File: src/rtl/capture_ram_writer.sv
// capture_ram_writer: triggered sample-capture controller driving port A (write side) of a capture RAM.
// Ports:
//   CLK, RST           clock; asynchronous active-high reset
//   ARM, ABORT         start a capture from IDLE/DONE; return to IDLE from any state
//   SAMPLE_DI/VLD      sample data and strobe
//   TRIG               trigger, qualified by SAMPLE_VLD
//   POST_CNT           post-trigger sample count, sampled at the trigger
//   RAM_DI/ADDR/WE     registered write port to the RAM
//   BUSY, TRIGGERED, DONE, WRAPPED, TRIG_ADDR, LAST_ADDR  capture status for the host
module capture_ram_writer #(
   parameter int DATA_WIDTH = 8,
   parameter int ADDR_WIDTH = 8
) (
   input  logic                  CLK,
   input  logic                  RST,
   input  logic                  ARM,
   input  logic                  ABORT,
   input  logic [DATA_WIDTH-1:0] SAMPLE_DI,
   input  logic                  SAMPLE_VLD,
   input  logic                  TRIG,
   input  logic [ADDR_WIDTH-1:0] POST_CNT,
   output logic [DATA_WIDTH-1:0] RAM_DI,
   output logic [ADDR_WIDTH-1:0] RAM_ADDR,
   output logic                  RAM_WE,
   output logic                  BUSY,
   output logic                  TRIGGERED,
   output logic                  DONE,
   output logic                  WRAPPED,
   output logic [ADDR_WIDTH-1:0] TRIG_ADDR,
   output logic [ADDR_WIDTH-1:0] LAST_ADDR
);
   typedef enum logic [1:0] {S_IDLE, S_PRE, S_POST, S_DONE} state_t;
   state_t state, state_n;
   logic [ADDR_WIDTH-1:0] wp, wp_n, rem, rem_n, addr_n, trig_addr_n, last_addr_n;
   logic [DATA_WIDTH-1:0] di_n;
   logic we_n, trig_n, wrap_n, busy_n, done_n;
   logic writing;
   assign writing = SAMPLE_VLD && (state == S_PRE || state == S_POST);
   always_ff @(posedge CLK or posedge RST) begin
      if (RST) begin
         state     <= S_IDLE;
         wp        <= '0;
         rem       <= '0;
         RAM_DI    <= '0;
         RAM_ADDR  <= '0;
         RAM_WE    <= 1'b0;
         BUSY      <= 1'b0;
         TRIGGERED <= 1'b0;
         DONE      <= 1'b0;
         WRAPPED   <= 1'b0;
         TRIG_ADDR <= '0;
         LAST_ADDR <= '0;
      end else begin
         state     <= state_n;
         wp        <= wp_n;
         rem       <= rem_n;
         RAM_DI    <= di_n;
         RAM_ADDR  <= addr_n;
         RAM_WE    <= we_n;
         BUSY      <= busy_n;
         TRIGGERED <= trig_n;
         DONE      <= done_n;
         WRAPPED   <= wrap_n;
         TRIG_ADDR <= trig_addr_n;
         LAST_ADDR <= last_addr_n;
      end
   end
   always_comb begin
      state_n     = state;
      wp_n        = wp;
      rem_n       = rem;
      di_n        = RAM_DI;
      addr_n      = RAM_ADDR;
      we_n        = 1'b0;
      trig_n      = TRIGGERED;
      wrap_n      = WRAPPED;
      trig_addr_n = TRIG_ADDR;
      last_addr_n = LAST_ADDR;
      if (ABORT) begin
         // record addresses and WRAPPED survive an abort so the host can still inspect them
         state_n = S_IDLE;
         trig_n  = 1'b0;
      end else if (ARM && (state == S_IDLE || state == S_DONE)) begin
         state_n     = S_PRE;
         wp_n        = '0;
         trig_n      = 1'b0;
         wrap_n      = 1'b0;
         trig_addr_n = '0;
         last_addr_n = '0;
      end else if (writing) begin
         we_n   = 1'b1;
         addr_n = wp;
         di_n   = SAMPLE_DI;
         wp_n   = wp + 1'b1;
         if (state == S_PRE) begin
            // any pre-trigger write leaving the top address means older samples are being overwritten
            wrap_n = WRAPPED | (&wp);
            if (TRIG) begin
               trig_n      = 1'b1;
               trig_addr_n = wp;
               rem_n       = POST_CNT;
               state_n     = (POST_CNT == '0) ? S_DONE : S_POST;
               last_addr_n = (POST_CNT == '0) ? wp : LAST_ADDR;
            end
         end else begin
            rem_n       = rem - 1'b1;
            state_n     = (rem == ADDR_WIDTH'(1)) ? S_DONE : S_POST;
            last_addr_n = (rem == ADDR_WIDTH'(1)) ? wp : LAST_ADDR;
         end
      end
      busy_n = (state_n == S_PRE) || (state_n == S_POST);
      done_n = (state_n == S_DONE);
   end
endmodule

File: config.mk
export PLATFORM = sky130hd
export DESIGN_NAME = capture_ram_writer
export DESIGN_NICKNAME = d
export VERILOG_FILES = /design/src/rtl/capture_ram_writer.sv
export SDC_FILE = /design/constraint.sdc
export NUM_CORES = 1
export LEC_CHECK = 0
export BUFFER_PORTS_ARGS = -buffer_cell sky130_fd_sc_hd__buf_4
export CAP_MARGIN = 25
export CORE_ASPECT_RATIO = 0.9
export CORE_UTILIZATION = 25
export CTS_CLUSTER_SIZE = 28
export DETAILED_ROUTE_END_ITERATION = 10
export GPL_TIMING_DRIVEN = 0
export SLEW_MARGIN = 40
export SYNTH_ARGS = -nofsm -noshare
export SYNTH_HDL_FRONTEND = slang
export SYNTH_SLANG_ARGS = --single-unit
File: constraint.sdc
create_clock -name CLK -period 2.65 [get_ports CLK]
set_input_delay 0.53 -clock CLK [delete_from_list [all_inputs] [get_ports CLK]]
set_output_delay 0.53 -clock CLK [all_outputs]
set_load 0.05 [all_outputs]
# ---- After elaboration in Yosys (flattened, before gate mapping)
# Cells that the tools add are included.
dict set report op_classes {
  add_sub_neg 2
  eq_ne 10
  muxes 32
  bitwise_logic 3
  n_reduce_logical 22
}
# cell count
set ops {}
lappend ops {{8-bit two-way mux} 14}
lappend ops {{1-bit two-way mux} 13}
lappend ops {{3-bit nonzero test} 4}
lappend ops {{2-bit two-way mux} 5}
lappend ops {{3-bit AND reduction} 3}
lappend ops {{8-bit by 1-bit adder with 8-bit output (second input constant)} 1}
lappend ops {{2-bit equality test (second input constant)} 4}
lappend ops {{8-bit by 1-bit equality test with 1-bit output (second input constant)} 1}
lappend ops {{8-bit zero test} 1}
lappend ops {{4-bit AND reduction} 2}
lappend ops {{8-bit AND reduction} 1}
lappend ops {{8-bit by 1-bit subtractor with 8-bit output (second input constant)} 1}
lappend ops {{2-bit nonzero test} 3}
lappend ops {{5-bit AND reduction} 1}
lappend ops {{2-bit by 1-bit equality test with 1-bit output (second input constant)} 2}
lappend ops {{1-bit logical OR} 3}
lappend ops {{3-bit by 1-bit inequality test with 1-bit output (second input constant)} 1}
lappend ops {{3-bit by 2-bit inequality test with 1-bit output (second input constant)} 1}
lappend ops {{1-bit logical AND} 2}
lappend ops {{2-bit zero test} 1}
lappend ops {{2-bit inequality test (second input constant)} 1}
lappend ops {{1-bit NOT} 2}
lappend ops {{2-bit AND reduction} 1}
lappend ops {{1-bit bitwise OR} 1}
dict set report word_totals {
  register_bits 55
  input_bits 22
  wordCells 81
}

# ---- Logic depth before layout (Yosys ltp)
# Gate-level depths: netlist of run 1.
dict set report logic_depth {
  depth_word 9
  depth_mapped 9
  mapped_depth_nobuf 7
}

# ---- Least setup slack after synthesis of run 1
# Ideal clock, no wire load.
dict set report synth_path {
  kind {register to register}
  startpoint {reg state[0]}
  endpoint {reg BUSY}
  t_arrival_ns 1.772
  required_time_ns 2.524
  path_slack_ns 0.752
  path_stages_with_launch 8
  path_buffers 2
  cell_sequence {dfrtp_1 ha_1 or3b_1 buf_6 clkinv_2 buf_4 a21o_1 ha_1}
}
dict set report synth_via {
  elab_chain_len 8
  word_cells_on_any_way 16
  cone_classes {eq/ne: 5; mux: 5; reduce/logical: 6}
}
# item line_no
set synth_rtl {}
lappend synth_rtl {{from (decl)} 33} ;# state_t state, state_n;
lappend synth_rtl {{from (signal assigned)} 54} ;# state <= state_n;
lappend synth_rtl {{2-bit by 1-bit equality test with 1-bit output or 2-bit equality test (tied branches)} {38, 95}}
lappend synth_rtl {{1-bit logical OR} 38} ;# assign writing = SAMPLE_VLD && (state == S_PRE || state == S_POST);
lappend synth_rtl {{1-bit logical AND} 38}
lappend synth_rtl {{2-bit two-way mux} 90} ;# end else if (writing) begin
lappend synth_rtl {{2-bit two-way mux (*)} 83} ;# end else if (ARM && (state == S_IDLE || state == S_DONE)) begin
lappend synth_rtl {{2-bit two-way mux (*)} 79} ;# if (ABORT) begin
lappend synth_rtl {{net state_n[0]} 33}
lappend synth_rtl {{2-bit by 1-bit equality test with 1-bit output or 2-bit equality test (tied branches)} 111} ;# busy_n = (state_n == S_PRE) || (state_n == S_POST);
lappend synth_rtl {{1-bit logical OR (*)} 111}
lappend synth_rtl {{net busy_n} 36} ;# logic we_n, trig_n, wrap_n, busy_n, done_n;
lappend synth_rtl {{to (signal assigned)} 60} ;# BUSY <= busy_n;
lappend synth_rtl {{to (decl)} 25} ;# output logic BUSY,
# The timed path passes the listed nets; every way through them passes the cells marked *.
# A chain may end at the register's enable or synchronous reset.

# ---- Worst setup path in the final report of run 1
# Ends and elaborated chain as after synthesis.

==> results.py, run 1 <==
metrics = {
    "global_routing": {
        "grt_pass1_wl_mm": 10.6,
        "grt_pass1_vias": 2125,
        "antenna_found_initial": 0,
        "top_usage_layer": "met2",
        "met2_usage": 0.194,
        "grt_use_met3": 0.0295,
        "use_met1": 0.182,
        "grt_usage": 0.127,
        "grt_max_degree": 36,
        "overflow": 0,
    },
    "clock_network": {
        "insertion_delay_ns": 0.31,
        "tritoncts": "done",
        "post_cts_buffers": 0,
        "clkTransAtPathRegs_ns": 0.10,
        "ctsResizeCount": 0,
        "cts_made_buffers": 5,
        "cts_hold_buf": 0,
        "cts_num_sinks": 55,
        "clockBufferDepth": 2,
        "cts_root_buffer": "clkbuf_8",
        "htreeDepth": 2,
    },
    "floorplanning": {
        "initial_utilization": 0.260,
        "die_w_microns": 108,
        "dieHeight_microns": 97.5,
        "ios": 59,
        "placementRows": 34,
        "core_sq_um": 9740,
        "dieArea_sq_um": 10500,
    },
    "power_and_ir_drop": {
        "total_power_mw": 2.48,
        "intPower_mw": 1.47,
        "comb_power_share": 0.360,
        "seqPwrFrac": 0.450,
        "leakagePower_nw": 1.55,
        "clkPwrFrac": 0.190,
        "p_switching_mw": 1.02,
        "vdd_drop_max_v": 0.000414,
        "switching_share": 0.409,
        "power.density_nw_per_um2": 767,
    },
    "critical_path": {
        "crit_family": "adder cells",
        "arrival_ns": 2.29,
        "critPathMaxFanout": 10,
        "worst-setup-path-type": "flip-flop to flip-flop",
        "slowest_delay_ns": 0.40,
        "critical_path.startpoint_type": "flip-flop",
        "reg2reg_slack_ns": 0.56,
        "crit_buf_inv": 3,
        "crit_chain": "ha_1 > or3b_1 > buf_6 > clkinv_2 > buf_4 > a21o_1 > ha_1",
        "cp_slowest_cell": "dfrtp_1",
        "cpMostUsedCell": "ha_1",
        "crit_required_ns": 2.85,
        "cp-end-kind": "flip-flop",
    },
    "synthesis": {
        "yosysSeqAreaShare": 0.543,
        "syn_nets": 289,
        "synthFlopType": "dfrtp_1",
        "ys_ff_latch": 55,
        "postSynthAreaPerCell_sq_um": 9.67,
        "netlist_instances": 262,
        "synth_edf_count": 0,
        "ys_top_cells_by_count": "nand2_1 (58), dfrtp_1 (55), o21ai_0 (28)",
        "yosysWarnings": 0,
        "syn-cell-area_sq_um": 2530,
        "synthArstFlopShare": 1.00,
        "yosysTopAreaCell": "dfrtp_1",
        "synth.top_cells.by_area": "dfrtp_1 (54%), nand2_1 (8.6%), o21ai_0 (5.5%), a32o_1 (3.2%), ha_1 (2.5%)",
        "synth_cell_types": 46,
        "synth_top_area_frac": 0.543,
        "yosysMostFrequentCell": "nand2_1",
    },
    "timing": {
        "hold_ws_ns": 0.167,
        "fmax_ghz": 0.479,
        "finalHoldViolCount": 0,
        "rsz0062_at_grt": "no",
        "fin_tns_setup_ns": 0,
        "worst_pin_slew_ns": 0.569,
        "min_period_over_period": 0.788,
        "slew_headroom": 0.621,
        "setup_slack_ns": 0.562,
        "finClkSkew_ns": 0.00611,
        "layout_min_cycle_time_ns": 2.09,
        "setup_viol": 0,
        "maxSlewViolCount": 0,
    },
    "cells_and_area": {
        "final_area_sq_um": 3240,
        "post-route-util": 0.332,
        "drive_gt1_frac": 0.258,
        "final_nets": 355,
        "antenna_cells": 0,
        "areaGrowthSynthToFinish_pct": 27.8,
        "finalNonFillerCells": 455,
    },
    "placement": {
        "dp.cells": 447,
        "post-place-ws_ns": 0.559,
        "placed_cell_area_sq_um": 3150,
        "place_congestion": 0.809,
        "hpwlAfterDp_mm": 4.65,
        "io_buffers": 58,
    },
    "detailed_routing": {
        "dr.pass1.iters": 4,
        "drcViolationCount": 0,
        "routedWlPerCell_microns": 14.2,
        "final_antenna_net_count": 0,
        "routed_wl_mm": 6.48,
        "num_vias": 2131,
        "viasPerCell": 4.68,
        "first_iter_violations": 101,
    },
    "worst_hold_path": {
        "hp-class": "input pin to async pin",
    },
    "run_status": {
        "status": "completed",
    },
    "job": {
        "drv_cap": 0,
    },
}
## layer usage
metal,up-vias,share of wire
li1,1045,-
met1,1026,0.50
met2,55,0.44
met3,5,0.054
met4,0,0.0048
met5,-,0
## worst paths after layout
kind                                    startpoint                       to  cells past startpoint
min                                            RST         RAM_WE$_DFF_PP0_                      2
max reg2reg                     state[0]$_DFF_PP0_           BUSY$_DFF_PP0_                      7
min in group CLK                      SAMPLE_DI[1]    RAM_DI[1]$_DFFE_PP0P_                      3
max                             state[0]$_DFF_PP0_           BUSY$_DFF_PP0_                      7
max in group asynchronous                      RST        wp[6]$_DFFE_PP0P_                      3
min reg2reg                RAM_ADDR[2]$_DFFE_PP0P_  RAM_ADDR[2]$_DFFE_PP0P_                      2
## flip-flops by register name, indices dropped and copies added (netlist names)
| signal | flops |
|---|---|
| BUSY | 1 |
| DONE | 1 |
| LAST_ADDR | 8 |
| RAM_ADDR | 8 |
| RAM_DI | 8 |
| RAM_WE | 1 |
| TRIGGERED | 1 |
| TRIG_ADDR | 8 |
| WRAPPED | 1 |
| rem | 8 |
| state | 2 |
| wp | 8 |
## logic make-up after synthesis
kind of cell,synth area share
adders and majority gates,0.0247
xor gates and xnor gates,0.00691
AOI/OAI and AO/OA,0.175
buffers and inverters,0.0533
DFF,0.543
and+or+nand+nor,0.197
## power by group through the flow
stage / clock network, mW / logic (mW) / registers (mW)
2_1_floorplan: 0 / 0.343 / 1.40
3_3_place_gp: 0 / 0.878 / 1.13
3_5_place_dp: 0 / 0.901 / 1.13
4_1_cts: 0.493 / 0.902 / 1.12
5_1_grt: 0.528 / 0.966 / 1.14
6_report: 0.472 / 0.895 / 1.12
## layout by cell type (no fill, tap or decap), types with 3 or more instances in the layout
master | netlist | layout
nand3_1 | 12 | 12
o21a_1 | 3 | 3
o21ai_0 | 28 | 28
a32o_1 | 8 | 8
buf_4 | 2 | 60
inv_1 | 16 | 15
a21oi_1 | 11 | 11
a31oi_1 | 3 | 3
nand2_1 | 58 | 58
ha_1 | 5 | 5
clkbuf_8 | 0 | 5
nor2_1 | 8 | 8
clkbuf_1 | 6 | 6
dfrtp_1 | 55 | 55
## area by class of cell
class | instances | area [sq um]
clock buffers | 5 | 68.8
flip-flops and latches | 55 | 1380
well taps | 126 | 158
multi-input cells | 178 | 1020
repair buffers | 59 | 455
fillers | 1007 | 6500
clock inverters | 3 | 20.0
inverters | 17 | 67.6
plain buffers | 12 | 70.1
Power figures use the tool's default switching activity.
==> run 2, diff against run 1 <==
==> constraint.sdc (replaced) <==
create_clock -name CLK -period 1.8 [get_ports CLK]
set_input_delay 0.36 -clock CLK [delete_from_list [all_inputs] [get_ports CLK]]
set_output_delay 0.36 -clock CLK [all_outputs]
set_load 0.05 [all_outputs]
==> run 2 against run 1 <==
The flow now finishes with violations (negative setup slack). Critical path depth is 1 higher. Non-clock buffer count up 18. Routed wire length up 5.2%. Via count grew 4.6%. Cell count increased by 3.7%. Count of clock-buffer cells in the layout is the same. Largest power group unchanged.
==> results.py, run 2 (same netlist as run 1, synthesis figures left out) <==
metrics = {
    "job": {
        "drv_cap": 0,
    },
    "timing": {
        "layout_min_cycle_time_ns": 1.83,
        "slew_headroom": 0.667,
        "worst_pin_slew_ns": 0.499,
        "setup_slack_ns": -0.0335,
        "maxSlewViolCount": 0,
        "min_period_over_period": 1.02,
        "finClkSkew_ns": 0.0104,
        "fmax_ghz": 0.545,
        "fin_tns_setup_ns": -0.151,
        "rsz0062_at_grt": "yes",
        "finalHoldViolCount": 0,
        "setup_viol": 9,
    },
    "critical_path": {
        "startpoint": "state[1]$_DFF_PP0_",
        "reg2reg_from": "state[1]$_DFF_PP0_",
        "endpoint": "BUSY$_DFF_PP0_",
        "arrival_ns": 2.04,
        "critPathMaxFanout": 5,
        "rr_worst_depth": 8,
        "crit_required_ns": 2.00,
        "r2r_end": "BUSY$_DFF_PP0_",
        "worst-setup-path-type": "flip-flop to flip-flop",
        "critical_path.startpoint_type": "flip-flop",
        "cp-end-kind": "flip-flop",
        "reg2reg_slack_ns": -0.03,
    },
    "worst_hold_path": {
        "hp-class": "input pin to flip-flop",
    },
    "cells_and_area": {
        "drive_gt1_frac": 0.338,
        "antenna_cells": 0,
        "final_area_sq_um": 3540,
        "most-common-layout-cells": "buf_4 (72), nand2_1 (57), dfrtp_1 (55), o21ai_0 (22), inv_1 (13)",
        "layout_commonest_cell": "buf_4",
        "final_nets": 373,
        "areaGrowthSynthToFinish_pct": 39.6,
        "post-route-util": 0.363,
    },
    "detailed_routing": {
        "first_iter_violations": 126,
        "final_antenna_net_count": 0,
        "routedWlPerCell_microns": 14.4,
        "routed_wl_mm": 6.82,
        "dr.pass1.iters": 4,
        "viasPerCell": 4.72,
        "num_vias": 2230,
        "drcViolationCount": 0,
    },
    "clock_network": {
        "cts_num_sinks": 55,
        "cts_made_buffers": 5,
        "clkTransAtPathRegs_ns": 0.11,
        "htreeDepth": 2,
        "tritoncts": "done",
        "clockBufferDepth": 2,
        "insertion_delay_ns": 0.32,
        "cts_root_buffer": "clkbuf_8",
    },
    "floorplanning": {
        "placementRows": 34,
        "dieHeight_microns": 97.5,
        "dieArea_sq_um": 10500,
        "core_sq_um": 9740,
        "initial_utilization": 0.260,
        "ios": 59,
        "die_w_microns": 108,
    },
    "global_routing": {
        "antenna_found_initial": 0,
        "overflow": 0,
        "grt_pass1_vias": 2223,
        "met2_usage": 0.204,
        "grt_use_met3": 0.0282,
        "grt_usage": 0.132,
        "top_usage_layer": "met2",
        "grt_pass1_wl_mm": 10.9,
        "grt_max_degree": 44,
        "use_met1": 0.184,
    },
    "placement": {
        "place_congestion": 0.816,
        "hpwlAfterDp_mm": 4.65,
        "post-place-ws_ns": -0.138,
        "placed_cell_area_sq_um": 3170,
        "io_buffers": 58,
    },
    "power_and_ir_drop": {
        "total_power_mw": 3.91,
        "vdd_drop_max_v": 0.000558,
        "power.density_nw_per_um2": 1110,
        "leakagePower_nw": 1.69,
    },
    "run_status": {
        "violations": "negative setup slack",
        "status": "complete, but fails checks",
    },
}
## run 2: changes by cell type in the layout (fill, tap and decap cells not counted), sizes merged
| cell | delta |
|---|---|
| bufinv | +1 |
| buf | +19 |
| inv | -1 |
| dlygate4sd3 | +1 |
| clkinv | -1 |
| clkbuf | -2 |
## run 2: power by group
| part | switching [mW] | internal, mW | leakage, nW |
|---|---|---|---|
| clock network | 0.419 | 0.408 | 0.0502 |
| logic | 0.912 | 0.519 | 0.906 |
| registers | 0.204 | 1.45 | 0.734 |
| total | 1.53 | 2.38 | 1.69 |
## run 2: repair_timing
| action | in CTS | in global routing |
|---|---|---|
| setup buffers | 6 | 9 |
| endpoints found under the hold margin | 12 | 0 |
| pin swaps | 6 | 6 |
| hold buffers | 1 | 0 |
| resized for setup | 14 | 25 |
| cloned | 3 | 0 |
| endpoints found under the setup margin | 26 | 38 |
## run 2: metrics by stage
step	instances	hold slack [ns]
floorplan	262	0.426
global placement	446	0.458
detailed placement	447	0.295
CTS	464	0.222
global route	472	0.228
finish	472	0.223
## run 2: area by class of cell
| cell class | count | area, sq um |
|---|---|---|
| Fill cell | 998 | 6210 |
| Clock buffer | 5 | 68.8 |
| Buffer | 11 | 95.1 |
| Multi-Input combinational cell | 178 | 1100 |
| Clock inverter | 2 | 37.5 |
| Timing Repair Buffer | 78 | 618 |
| Inverter | 17 | 82.6 |
| Tap cell | 126 | 158 |
| Sequential cell | 55 | 1380 |
## run 2: worst min path at each step
stage                                from               endpoint  cells after the start
floorplan                           ABORT  TRIGGERED$_DFFE_PP0P_                      1
global placement    RAM_DI[5]$_DFFE_PP0P_  RAM_DI[5]$_DFFE_PP0P_                      2
detailed placement                    RST       RAM_WE$_DFF_PP0_                      2
CTS                          SAMPLE_DI[1]  RAM_DI[1]$_DFFE_PP0P_                      3
global route                 SAMPLE_DI[4]  RAM_DI[4]$_DFFE_PP0P_                      3
finish                       SAMPLE_DI[1]  RAM_DI[1]$_DFFE_PP0P_                      3
## run 2: critical path, stage by stage, from the launching register on
cell,delay (ns)
dfrtp_1,0.38
inv_2,0.07
ha_4,0.22
or3b_4,0.39
buf_8,0.16
clkinv_8,0.06
buf_12,0.09
a21o_1,0.12
ha_1,0.23
## run 2: routing by layer
metal  vias to the layer above  part of all wire
met1                      1081              0.49
li1                       1081                 -
met3                         8             0.055
met2                        60              0.44
met5                         -                 0
met4                         0            0.0097
==> run 3, diff against run 2 <==
--- a/config.mk
+++ b/config.mk
@@ -5,6 +5,7 @@
 export SDC_FILE = /design/constraint.sdc
 export NUM_CORES = 1
 export LEC_CHECK = 0
+export ABC_AREA = 1
 export BUFFER_PORTS_ARGS = -buffer_cell sky130_fd_sc_hd__buf_4
 export CAP_MARGIN = 25
 export CORE_ASPECT_RATIO = 0.9
==> run 3 against run 2 <==
The run now ends clean. Critical path depth is 2 higher. Register-to-register slack better by 0.15 ns. Core utilization is 2.0 points lower. Hold slack better by 0.042 ns. Fmax is 8.9% higher.
==> results.py, run 3 <==
metrics = {
    "clock_network": {
        "clockBufferDepth": 2,
        "htreeDepth": 2,
        "tritoncts": "done",
        "cts_root_buffer": "clkbuf_16",
        "insertion_delay_ns": 0.29,
        "cts_made_buffers": 5,
        "cts_num_sinks": 55,
        "clkTransAtPathRegs_ns": 0.07,
    },
    "critical_path": {
        "critPathMaxFanout": 4,
        "crit_chain": "ha_4 > inv_1 > nand2_1 > inv_2 > nand2_2 > nand2_1 > nand2_1 > nand2_1 > nand2_1 > ha_1",
        "cp_slowest_cell": "dfrtp_1",
        "crit_buf_inv": 2,
        "cpMostUsedCell": "nand2_1",
        "crit_family": "adder cells",
        "cp-end-kind": "flip-flop",
        "crit_required_ns": 1.97,
        "worst-setup-path-type": "flip-flop to flip-flop",
        "slowest_delay_ns": 0.41,
        "arrival_ns": 1.85,
        "critical_path.startpoint_type": "flip-flop",
    },
    "job": {
        "drv_cap": 0,
    },
    "floorplanning": {
        "initial_utilization": 0.258,
        "ios": 59,
        "dieArea_sq_um": 11100,
        "die_w_microns": 111,
        "dieHeight_microns": 99.9,
        "core_sq_um": 10300,
        "placementRows": 35,
    },
    "cells_and_area": {
        "areaGrowthSynthToFinish_pct": 32.7,
        "finalNonFillerCells": 526,
        "antenna_cells": 0,
        "drive_gt1_frac": 0.244,
        "nFillCells": 1059,
        "layout_commonest_cell": "nand2_1",
        "final_nets": 423,
        "most-common-layout-cells": "nand2_1 (103), buf_4 (62), dfrtp_1 (55), inv_1 (35)",
    },
    "placement": {
        "place_congestion": 0.806,
        "hpwlAfterDp_mm": 4.89,
        "dp.cells": 514,
        "io_buffers": 58,
    },
    "global_routing": {
        "grt_pass1_vias": 2408,
        "grt_max_degree": 43,
        "grt_pass1_wl_mm": 11.5,
        "grt_usage": 0.128,
        "antenna_found_initial": 0,
        "overflow": 0,
    },
    "synthesis": {
        "syn_nets": 353,
        "yosysTopAreaCell": "dfrtp_1",
        "synth_cell_types": 28,
        "synthFlopType": "dfrtp_1",
        "postSynthAreaPerCell_sq_um": 8.16,
        "synth.top_cells.by_area": "dfrtp_1 (52%), nand2_1 (15%), o21ai_0 (6.0%), inv_1 (5.4%), nor2_1 (4.5%)",
        "ys_top_cells_by_count": "nand2_1 (104), dfrtp_1 (55), inv_1 (38)",
        "yosysSeqAreaShare": 0.517,
        "ys_ff_latch": 55,
        "synth_top_area_frac": 0.517,
        "yosysMostFrequentCell": "nand2_1",
        "synth_edf_count": 0,
        "syn-cell-area_sq_um": 2660,
        "yosysWarnings": 0,
        "synthArstFlopShare": 1.00,
        "netlist_instances": 326,
    },
    "timing": {
        "finClkSkew_ns": 0.00791,
        "worst_pin_slew_ns": 0.390,
        "fmax_ghz": 0.594,
        "setup_viol": 0,
        "finalHoldViolCount": 0,
        "slew_headroom": 0.740,
        "maxSlewViolCount": 0,
        "rsz0062_at_grt": "no",
        "fin_tns_setup_ns": 0,
        "min_period_over_period": 0.936,
        "layout_min_cycle_time_ns": 1.68,
    },
    "run_status": {
        "status": "completed",
    },
    "detailed_routing": {
        "num_vias": 2347,
        "first_iter_violations": 129,
        "routed_wl_mm": 6.53,
        "final_antenna_net_count": 0,
        "routedWlPerCell_microns": 12.4,
        "dr.pass1.iters": 4,
        "drcViolationCount": 0,
        "viasPerCell": 4.46,
    },
    "power_and_ir_drop": {
        "leakagePower_nw": 1.80,
        "vdd_drop_max_v": 0.000673,
        "power.density_nw_per_um2": 1360,
    },
    "worst_hold_path": {
        "hp-class": "input pin to flip-flop",
    },
}
## run 3: cell types whose count changed in the layout (fill, tap and decap cells not counted), moves of 4 or more
cell / previous run / this run
clkbuf_16: 0 / 5
o21ai_1: 6 / 1
o21ai_0: 22 / 32
clkbuf_8: 5 / 1
nand2_1: 57 / 103
inv_1: 13 / 35
a21oi_1: 10 / 4
a32o_1: 8 / 0
buf_4: 72 / 62
nor2_1: 8 / 32
nand4_1: 2 / 11
## run 3: report_power, final
group / switching (mW) / internal [mW] / total [mW]
sequential: 0.203 / 1.54 / 1.75
combinational: 1.34 / 0.580 / 1.92
clock: 0.436 / 0.693 / 1.13
total: 1.98 / 2.82 / 4.79
## run 3: final cells by class
type	count	area [sq um]	area share
multi-input combinational	224	1110	0.315
buffer	5	37.5	0.0106
tap	129	161	0.0457
clock inverter	2	35.0	0.00993
timing repair buffer	64	503	0.143
inverter	41	166	0.0471
sequential	55	1380	0.390
clock buffer	6	139	0.0393
## run 3: routing by layer
metal / track usage / vias up / share of wire
li1: - / 1181 / -
met1: 0.159 / 1108 / 0.45
met5: 0 / - / 0
met2: 0.218 / 53 / 0.48
met4: 0.0390 / 0 / 0.0078
met3: 0.0344 / 5 / 0.057
## run 3: what timing repair did
item | CTS | global route
hold endpoints to repair | 13 | 0
gates resized for setup | 4 | 5
endpoints found under the setup margin | 2 | 5
hold buffers | 1 | 0
buffers inserted | 0 | 4
pin swaps | 0 | 0
## run 3: worst reg2reg max path, cell delays in order, from the launching register on
cell and delay [ns]:
dfrtp_1 0.41, ha_4 0.26, inv_1 0.05, nand2_1 0.08, inv_2 0.15, nand2_2 0.07
nand2_1 0.06, nand2_1 0.04, nand2_1 0.06, nand2_1 0.09, ha_1 0.30
## run 3: worst paths after layout
path | cells past startpoint | start | to | slack (ns)
hold / removal | 3 | SAMPLE_DI[6] | RAM_DI[6]$_DFFE_PP0P_ | 0.26
min in group asynchronous | 3 | RST | rem[5]$_DFFE_PP0P_ | 0.55
hold reg to reg | 2 | LAST_ADDR[6]$_DFFE_PP0P_ | LAST_ADDR[6]$_DFFE_PP0P_ | 0.48
max in group asynchronous | 4 | RST | state[0]$_DFF_PP0_ | 0.77
setup / recovery | 10 | state[0]$_DFF_PP0_ | BUSY$_DFF_PP0_ | 0.12
setup reg to reg | 10 | state[0]$_DFF_PP0_ | BUSY$_DFF_PP0_ | 0.12
## run 3: kinds of logic after synthesis
logic type | Yosys count | share of synthesized area
simple gates | 170 | 0.277
compound gates | 48 | 0.103
flops | 55 | 0.517
fa+ha+maj | 5 | 0.0235
xor+xnor | 1 | 0.00329
buf+inv | 47 | 0.0757
## run 3: metrics by stage
| step | cell area [sq um] | setup WS (ns) | hold slack [ns] | power, mW | util |
|---|---|---|---|---|---|
| floorplan | 2660 | 0.0407 | 0.464 | 3.08 | - |
| global placement | 3260 | -0.743 | 0.460 | 3.64 | 0.316 |
| detailed placement | 3290 | -0.200 | 0.308 | 3.68 | 0.319 |
| CTS | 3480 | 0.00864 | 0.256 | 4.85 | 0.338 |
| global route | 3530 | 0.0125 | 0.269 | 5.13 | 0.343 |
| finish | 3530 | 0.116 | 0.265 | 4.79 | 0.343 |
